<file path="config.mk">
export PLATFORM = sky130hd
export DESIGN_NAME = adder_tree_operand_loader_flat
export DESIGN_NICKNAME = d
export VERILOG_FILES = /design/src/rtl/adder_tree_operand_loader_pkg.sv /design/src/rtl/adder_tree_operand_loader_if.sv /design/src/rtl/adder_tree_operand_bank.sv /design/src/rtl/adder_tree_operand_loader.sv /design/src/flat_wrapper.sv
export SDC_FILE = /design/constraint.sdc
export NUM_CORES = 1
export LEC_CHECK = 0
export ABC_AREA = 1
export BUFFER_PORTS_ARGS = -buffer_cell sky130_fd_sc_hd__buf_2
export CAP_MARGIN = 20
export CELL_PAD_IN_SITES_DETAIL_PLACEMENT = 0
export CELL_PAD_IN_SITES_GLOBAL_PLACEMENT = 2
export CORE_UTILIZATION = 34
export DETAILED_ROUTE_END_ITERATION = 10
export PLACE_DENSITY = 0.89
export SETUP_SLACK_MARGIN = 0.1
export SLEW_MARGIN = 0
export SYNTH_ARGS = -nofsm -noshare
export SYNTH_HDL_FRONTEND = slang
export SYNTH_SLANG_ARGS = --single-unit
export TNS_END_PERCENT = 10
</file>
<file path="constraint.sdc">
create_clock -name clk -period 2.5 [get_ports clk]
set_input_delay 0 -clock clk [delete_from_list [all_inputs] [get_ports clk]]
set_output_delay 0 -clock clk [all_outputs]
set_load 0.01 [all_outputs]
</file>
<file path="src/rtl/adder_tree_operand_loader_pkg.sv">
// rtl/adder_tree_operand_loader_pkg.sv - shared types for the adder tree operand path
package adder_tree_operand_loader_pkg;

  localparam int ADDER_WIDTH_DEFAULT  = 24;
  localparam int NUM_OPERANDS_DEFAULT = 8;

  typedef logic [ADDER_WIDTH_DEFAULT-1:0] operand_t;

  typedef enum logic [1:0] {
    EMPTY   = 2'd0,
    FILLING = 2'd1,
    FULL    = 2'd2
  } bank_state_e;

  function automatic int count_width(input int num_operands);
    return $clog2(num_operands + 1);
  endfunction

endpackage

</file>
<file path="src/rtl/adder_tree_operand_loader_if.sv">
// rtl/adder_tree_operand_loader_if.sv - serial operand stream in, packed group out
interface adder_tree_operand_loader_if
  import adder_tree_operand_loader_pkg::*;
#(
  parameter int ADDER_WIDTH  = ADDER_WIDTH_DEFAULT,
  parameter int NUM_OPERANDS = NUM_OPERANDS_DEFAULT,
  parameter int CNT_W        = count_width(NUM_OPERANDS)
);

  logic                                in_valid;
  logic                                in_ready;
  logic [ADDER_WIDTH-1:0]              in_data;
  logic                                in_last;
  logic                                out_valid;
  logic                                out_ready;
  logic [NUM_OPERANDS*ADDER_WIDTH-1:0] out_ops;
  logic [CNT_W-1:0]                    out_count;

  modport master (
    output in_valid, in_data, in_last, out_ready,
    input  in_ready, out_valid, out_ops, out_count
  );

  modport slave (
    input  in_valid, in_data, in_last, out_ready,
    output in_ready, out_valid, out_ops, out_count
  );

endinterface

</file>
<file path="src/rtl/adder_tree_operand_bank.sv">
// rtl/adder_tree_operand_bank.sv - one ping-pong bank: slot storage, state and count
module adder_tree_operand_bank
  import adder_tree_operand_loader_pkg::*;
#(
  parameter int ADDER_WIDTH  = ADDER_WIDTH_DEFAULT,
  parameter int NUM_OPERANDS = NUM_OPERANDS_DEFAULT,
  parameter int CNT_W        = count_width(NUM_OPERANDS),
  parameter int IDX_W        = $clog2(NUM_OPERANDS)
) (
  input  logic                                clk,
  input  logic                                rst_n,
  input  logic                                wr_en,
  input  logic                                wr_close,
  input  logic [IDX_W-1:0]                    wr_idx,
  input  logic [ADDER_WIDTH-1:0]              wr_data,
  input  logic                                clear,
  output bank_state_e                         bank_state,
  output logic [NUM_OPERANDS*ADDER_WIDTH-1:0] data,
  output logic [CNT_W-1:0]                    count
);

  logic [NUM_OPERANDS-1:0][ADDER_WIDTH-1:0] slots;

  assign data = slots;

  always_ff @(posedge clk or negedge rst_n) begin
    if (!rst_n) begin
      slots      <= '0;
      bank_state <= EMPTY;
      count      <= '0;
    end else if (clear) begin
      slots      <= '0;
      bank_state <= EMPTY;
      count      <= '0;
    end else if (wr_en) begin
      for (int k = 0; k < NUM_OPERANDS; k++) begin
        if (k == int'(wr_idx)) begin
          slots[k] <= wr_data;
        end else if (wr_close && (k > int'(wr_idx))) begin
          // Early close zero-pads the tail so the tree sees clean leaves
          slots[k] <= '0;
        end
      end
      if (wr_close) begin
        bank_state <= FULL;
        count      <= CNT_W'(wr_idx) + CNT_W'(1);
      end else begin
        bank_state <= FILLING;
      end
    end
  end

endmodule

</file>
<file path="src/rtl/adder_tree_operand_loader.sv">
// rtl/adder_tree_operand_loader.sv - packs a serial operand stream into groups for the adder tree
module adder_tree_operand_loader
  import adder_tree_operand_loader_pkg::*;
#(
  parameter int ADDER_WIDTH  = ADDER_WIDTH_DEFAULT,
  parameter int NUM_OPERANDS = NUM_OPERANDS_DEFAULT,
  parameter int CNT_W        = count_width(NUM_OPERANDS)
) (
  input logic                        clk,
  input logic                        rst_n,
  adder_tree_operand_loader_if.slave bus
);

  localparam int IDX_W = $clog2(NUM_OPERANDS);
  localparam int OPS_W = NUM_OPERANDS * ADDER_WIDTH;

  logic             ready_q;
  logic             wr_bank;
  logic             rd_bank;
  logic [IDX_W-1:0] fill_idx;

  bank_state_e      bank_state [2];
  logic [OPS_W-1:0] bank_data  [2];
  logic [CNT_W-1:0] bank_count [2];

  logic beat;
  logic last_slot;
  logic close;
  logic drain;

  // ready_q holds in_ready low until the first edge out of reset
  assign bus.in_ready  = ready_q && (bank_state[wr_bank] != FULL);
  assign bus.out_valid = (bank_state[rd_bank] == FULL);
  assign bus.out_ops   = bank_data[rd_bank];
  assign bus.out_count = bank_count[rd_bank];

  assign beat      = bus.in_valid && bus.in_ready;
  assign last_slot = (fill_idx == IDX_W'(NUM_OPERANDS - 1));
  assign close     = beat && (bus.in_last || last_slot);
  assign drain     = bus.out_valid && bus.out_ready;

  for (genvar b = 0; b < 2; b++) begin : g_bank
    adder_tree_operand_bank #(
      .ADDER_WIDTH (ADDER_WIDTH),
      .NUM_OPERANDS(NUM_OPERANDS),
      .CNT_W       (CNT_W),
      .IDX_W       (IDX_W)
    ) u_bank (
      .clk       (clk),
      .rst_n     (rst_n),
      .wr_en     (beat && (wr_bank == 1'(b))),
      .wr_close  (close),
      .wr_idx    (fill_idx),
      .wr_data   (bus.in_data),
      .clear     (drain && (rd_bank == 1'(b))),
      .bank_state(bank_state[b]),
      .data      (bank_data[b]),
      .count     (bank_count[b])
    );
  end

  always_ff @(posedge clk or negedge rst_n) begin
    if (!rst_n) begin
      ready_q  <= 1'b0;
      wr_bank  <= 1'b0;
      rd_bank  <= 1'b0;
      fill_idx <= '0;
    end else begin
      ready_q <= 1'b1;
      if (beat) begin
        if (close) begin
          fill_idx <= '0;
          wr_bank  <= ~wr_bank;
        end else begin
          fill_idx <= fill_idx + IDX_W'(1);
        end
      end
      if (drain) begin
        rd_bank <= ~rd_bank;
      end
    end
  end

endmodule

</file>
<file path="src/flat_wrapper.sv">
// flat-port wrapper written by rule: the top's interface ports become plain ports
module adder_tree_operand_loader_flat import adder_tree_operand_loader_pkg::*;
#(
  parameter int ADDER_WIDTH  = ADDER_WIDTH_DEFAULT,
  parameter int NUM_OPERANDS = NUM_OPERANDS_DEFAULT,
  parameter int CNT_W        = count_width(NUM_OPERANDS)
)
  (clk, rst_n, bus_in_valid, bus_in_data, bus_in_last, bus_out_ready, bus_in_ready, bus_out_valid, bus_out_ops, bus_out_count);
  adder_tree_operand_loader_if #(.ADDER_WIDTH(ADDER_WIDTH), .NUM_OPERANDS(NUM_OPERANDS), .CNT_W(CNT_W)) bus_i ();
  input logic clk;
  input logic rst_n;
  input wire logic [$bits(bus_i.in_valid)-1:0] bus_in_valid;
  input wire logic [$bits(bus_i.in_data)-1:0] bus_in_data;
  input wire logic [$bits(bus_i.in_last)-1:0] bus_in_last;
  input wire logic [$bits(bus_i.out_ready)-1:0] bus_out_ready;
  output wire logic [$bits(bus_i.in_ready)-1:0] bus_in_ready;
  output wire logic [$bits(bus_i.out_valid)-1:0] bus_out_valid;
  output wire logic [$bits(bus_i.out_ops)-1:0] bus_out_ops;
  output wire logic [$bits(bus_i.out_count)-1:0] bus_out_count;
  assign bus_i.in_valid = bus_in_valid;
  assign bus_i.in_data = bus_in_data;
  assign bus_i.in_last = bus_in_last;
  assign bus_i.out_ready = bus_out_ready;
  assign bus_in_ready = bus_i.in_ready;
  assign bus_out_valid = bus_i.out_valid;
  assign bus_out_ops = bus_i.out_ops;
  assign bus_out_count = bus_i.out_count;
  adder_tree_operand_loader #(.ADDER_WIDTH(ADDER_WIDTH), .NUM_OPERANDS(NUM_OPERANDS), .CNT_W(CNT_W)) u_core (.clk(clk), .rst_n(rst_n), .bus(bus_i));
endmodule
</file>
== After elaboration in Yosys (flattened, before gate mapping) ==
Cells that the tools add are included.
W data, S select, Z words.
Word-level totals
  register bits after elaboration: 402
  output and inout port bits: 198
  word-level logic and storage cells: 147
Operators by class
  add/subtract/negate cells: 2
  $lt $le $gt $ge: 9
  equality and inequality tests: 10
  mux-type cells: 42
  bitwise operators: 4
  reduce and logical (&&, ||, !) cells: 56
Operators with widths (number)
  $mux W192: 7
  $mux W24: 15
  $reduce_bool A3 Y1: 14
  $reduce_and A2 Y1: 19
  $mux W4: 8
  $mux W2: 11
  $logic_and A1 B1 Y1: 15
  $eq A3 B3 Y1 const A: 4
  $gt A3 B3 Y1 const A: 4
  $reduce_bool A2 Y1: 6
  $eq A2 B3 Y1 const A: 2
  $gt A2 B3 Y1 const A: 2
  $add A3 B1 Y4 const B: 1
  $ge A2 B2 Y1 const B: 2
  $not A1 Y2: 2
  $add A3 B1 Y3 const B: 1
  $eq A1 B3 Y1 const A: 1
  $eq A3 B3 Y1 const B: 1
  $gt A1 B3 Y1 const A: 1
  $logic_not A3 Y1: 1
  $mux W3: 1
  $eq A2 B2 Y1 const B: 1
  $ne A2 B2 Y1 const B: 1
  $not A1 Y1: 2
  $logic_or A1 B1 Y1: 1

== Longest topological paths before layout ==
  word-level depth: 13
  mapped depth: 12
  depth with buffers taken out: 11

== Modules after synthesis ==
From an unflattened synthesis, not the netlist that was laid out.
Unflattened totals
  cells, all modules: 2584
  area, all modules: 19837.8 sq um
Modules (own cells, without submodules)
  adder_tree_operand_bank at u_core.g_bank[0].u_bank: instances 1, cells an instance 947, area an instance 8465.6 sq um, sequential area each 4954.8 sq um
  adder_tree_operand_bank at u_core.g_bank[1].u_bank: instances 1, cells an instance 950, area an instance 8465.6 sq um, sequential area each 4954.8 sq um
  adder_tree_operand_loader: instances 1, cells an instance 687, area an instance 2906.5 sq um, sequential area each 150.1 sq um

== Worst setup path before layout ==
No wires, ideal clock.
  path type: reg-to-reg
  start point: register u_core.fill_idx[0]
  end point: register u_core.g_bank[1].u_bank.slots, in the netlist u_core.g_bank[1].u_bank.data[110]
  data arrival time: 1.950 ns
  required time: 2.434 ns
  slack: 0.484 ns
  stages on the path, launching flop included: 12
  buffers on the path: 2
  clock period less this slack: 2.016 ns
  cell sequence: dfrtp_1 -> ha_1 -> ha_1 -> buf_2 -> nor2_4 -> inv_1 -> nand4_1 -> nand2_1 -> nand2_1 -> clkbuf_1 -> nand2_1 -> nand2_1
On the way
  longest elaborated chain between the ends: 6
  elaborated cells on any way between the ends: 11
  those cells by class: order compare: 1; eq/ne: 2; mux: 3; reduce/logical: 5
Ends and longest elaborated chain
  start: declaration: line adder_tree_operand_loader.sv:20  | logic [IDX_W-1:0] fill_idx;
  start signal: assignment: line adder_tree_operand_loader.sv:75  | fill_idx <= fill_idx + IDX_W'(1);
  parallel branches: the longest is 6 deep, another holds $gt A3 B3 Y1
  end signal: indexed assignment: line adder_tree_operand_bank.sv:38  | slots[k] <= wr_data;
  end: declaration: line adder_tree_operand_bank.sv:22  | logic [NUM_OPERANDS-1:0][ADDER_WIDTH-1:0] slots;
Parallel ways; which one is timed is not known. The select of a mux whose other input is x is not followed.
A chain may end at the register's enable or synchronous reset.

== Final worst setup path ==
  start point: register u_core.rd_bank
  end point: output port bus_out_ops[167]
On the way
  longest elaborated chain between the ends: 4
Ends and longest elaborated chain
  start: declaration: line adder_tree_operand_loader.sv:19  | logic rd_bank;
  start signal: assignment: line adder_tree_operand_loader.sv:79  | rd_bank <= ~rd_bank;
  $not A1 Y2 (implied by the code): line adder_tree_operand_loader.sv:34  | assign bus.out_ops = bank_data[rd_bank];
  $mux W192 (implied by the code) (3 in series): line adder_tree_operand_loader.sv:34
  end: declaration: line flat_wrapper.sv:18  | output wire logic [$bits(bus_i.out_ops)-1:0] bus_out_ops;
Every way passes these cells. The select of a mux whose other input is x is not followed.

==> run metrics <==
Detail Placement HPWL=46.11 mm; worst slew pin tran=0.7831 ns; Syn Nets=2715; Initial Utilization=34.36%; hold_ws=0.02040 ns; CTS tree=done; most common cell in the netlist=nand2_1; startpoint types=register; global route overflow=0; post-synth top area share=50.74%; num ports=227; Final Cell Area=0.02359 mm^2; DIE HEIGHT=243.5 um; First-pass DRT Iterations=5; worst vdd ir=0.0005874 V; final WL=78.05 mm; Clock Pin Slew Worst Setup and Hold Paths=0.06 ns; Final Hold Fails=0; Root Driver=clkbuf_16; Clock power frac=25.8%; CTS Buf Count=47; vias per cell=5.315; CP startpoint=u_core.rd_bank; Layout Utilization=40.89%; unrepaired setup endpoints after global routing=false; Worst Hold Class=in2async; Sw Share=41.49%; # rows=88; Comb pwr share=37.5%; total power after layout=26.59 mW; Slew Viols, Final=0; Area contributors post-synth=dfrtp_1 (51%), nand2_1 (27%), nand4_1 (7.7%), nand3_1 (5.2%), clkbuf_1 (2.4%); Top FF cell, synth=dfrtp_1; warnings from Yosys=0; Cells after Synth=2680; antenna violations before repair=4; Sequential Power Share=36.7%; synthesized area per cell=7.397 um^2; Iteration-0 DRC Markers=2222; critical path data required time=2.50 ns; Max Freq=436.1 MHz; status=completed; PD cells=1127 mW/mm^2; Reg-to-Reg Start=u_core.fill_idx[0]; Tot GR Track Use=25.78%; filler cell count=6049; Port Buffer Count=226; Synth cell types=23; Worst Path Arrival=2.29 ns; max-cap check violation count=0; Setup CP Type=reg2out; post-synthesis sequential area ratio=50.74%; Seq cells post-synth=402; largest area contributor in the netlist=dfrtp_1; CTS Buffer Depth=3; antenna-violating nets left=0; global-route wire length before repair=116.3 mm; placement-stage cell area=0.02170 mm^2; via count=19321; # nets final=2868; worst-case clock skew=0.02461 ns; Final period util=91.72%; clock sink count=402; drt drc=0; Final Wtd Congestion=0.8788; die footprint=0.05928 mm^2; Placeable Area=0.05770 mm^2; crit-path max FO=99; Post-synth top cells=nand2_1 (1408), dfrtp_1 (402), nand4_1 (244), nand3_1 (204), clkbuf_1 (126); final setup fails=0; WL per Instance=21.47 um; mapped cell area=0.01982 mm^2; P&R area growth vs syn=18.99%; largest net degree at the start of global routing=197; layout cells sized above 1=13.98%; Die W=243.5 um; minimum period implied by the final worst setup slack=2.293 ns; EDFF count, synth=0; Net Switching=11.03 mW; worst rel slew slack=47.79%; Setup crit end kind=output pin; asr flop ratio synth=100.0%; worst-skew pair later-pin latency=0.60 ns; Lkg Pwr=13.77 nW; post-route setup TNS=0 ns; Post-CTS Setup Bufs=0; H-tree level count=2; Int Pwr=15.56 mW; vias in the first global route=18098
## power groups by stage
stage	sequential, mW	clock (mW)	combinational (mW)
6_report	9.75	6.86	9.98
5_1_grt	9.99	7.24	11.0
4_1_cts	9.71	6.96	9.94
3_5_place_dp	9.80	0	9.74
3_3_place_gp	9.73	0	9.60
2_1_floorplan	9.46	0	6.09
## worst max-delay path, stage by stage, from the launching register on
cell and delay [ns]:
dfrtp_4 0.55, inv_6 0.11, buf_16 0.30, nand2_1 0.12
nand2_1 0.24, buf_2 0.19
## cells in the final DEF, fill, tap and decap left out, types with 27 or more instances in the layout
master and count:
nor2_1 27, inv_1 82, buf_2 225, buf_4 61
dlygate4sd3_1 28, nand4_1 244, nand3_1 204, nand2_1 1407
clkbuf_16 49, nor3_1 48, dfrtp_1 401
## cell type report
| class | instances | area [um^2] | share of cell area [%] |
|---|---|---|---|
| inverters | 89 | 341.6 | 1.448 |
| diodes | 1 | 2.502 | 0.01061 |
| clock buffers | 75 | 1463 | 6.201 |
| multi-input cells | 1962 | 8462 | 35.87 |
| flip-flops and latches | 402 | 10060 | 42.66 |
| repair buffers | 331 | 2232 | 9.463 |
| clock inverters | 10 | 67.56 | 0.2864 |
| well taps | 765 | 957.2 | 4.058 |
## per-layer routing
| layer | vias up | wire, um | global-route usage (%) |
|---|---|---|---|
| li1 | 8877 | - | - |
| met3 | 109 | 6503 | 5.034 |
| met1 | 9501 | 34660 | 37.68 |
| met4 | 2 | 1956 | 7.159 |
| met2 | 832 | 34920 | 38.54 |
| met5 | - | 13 | 0 |
## state kept, by name (all words and copies together), names as in the netlist
register and flops:
u_core.g_bank.u_bank.data 384, u_core.ready_q 1, u_core.g_bank.u_bank.count 8, u_core.g_bank.u_bank.bank_state 4
u_core.fill_idx 3, u_core.rd_bank 1, u_core.wr_bank 1
## per-stage QoR
stage               cells  setup WS [ns]
detailed placement   3519         0.3543
CTS                  3633         0.1011
global placement     3519         0.4121
finish               3635         0.2071
global route         3634         0.1489
floorplan            2680         0.4837
## cell families after synthesis
logic type | Yosys count | synth area share [%]
AO/OA/AOI/OAI | 9 | 0.2272
adder cells (fa/ha/maj) | 6 | 0.3787
flip-flops | 402 | 50.74
buffers and inverters | 316 | 6.646
AND/OR/NAND/NOR | 1946 | 41.98
other | 1 | 0.01892
## repair_timing
item | in CTS | in global routing
hold buffers | 28 | 0
gates resized for setup | 1 | 1
cloned | 1 | 1
hold endpoints to repair | 566 | 0
endpoints found under the setup margin | 54 | 41
## final timing paths
| kind | endpoint | slack [ns] | cells past startpoint |
|---|---|---|---|
| setup / recovery | bus_out_ops[167] | 0.21 | 5 |
| min in group clk | u_core.fill_idx[2] | 0.38 | 5 |
| setup reg to reg | u_core.g_bank[1].u_bank.data[116] | 0.31 | 10 |
| hold / removal | u_core.g_bank[1].u_bank.data[33] | 0.02 | 2 |
| max in group asynchronous | u_core.g_bank[0].u_bank.data[132] | 1.62 | 3 |
| hold reg to reg | u_core.g_bank[1].u_bank.data[87] | 0.47 | 2 |
No activity file was read; power rests on OpenSTA's default activity.
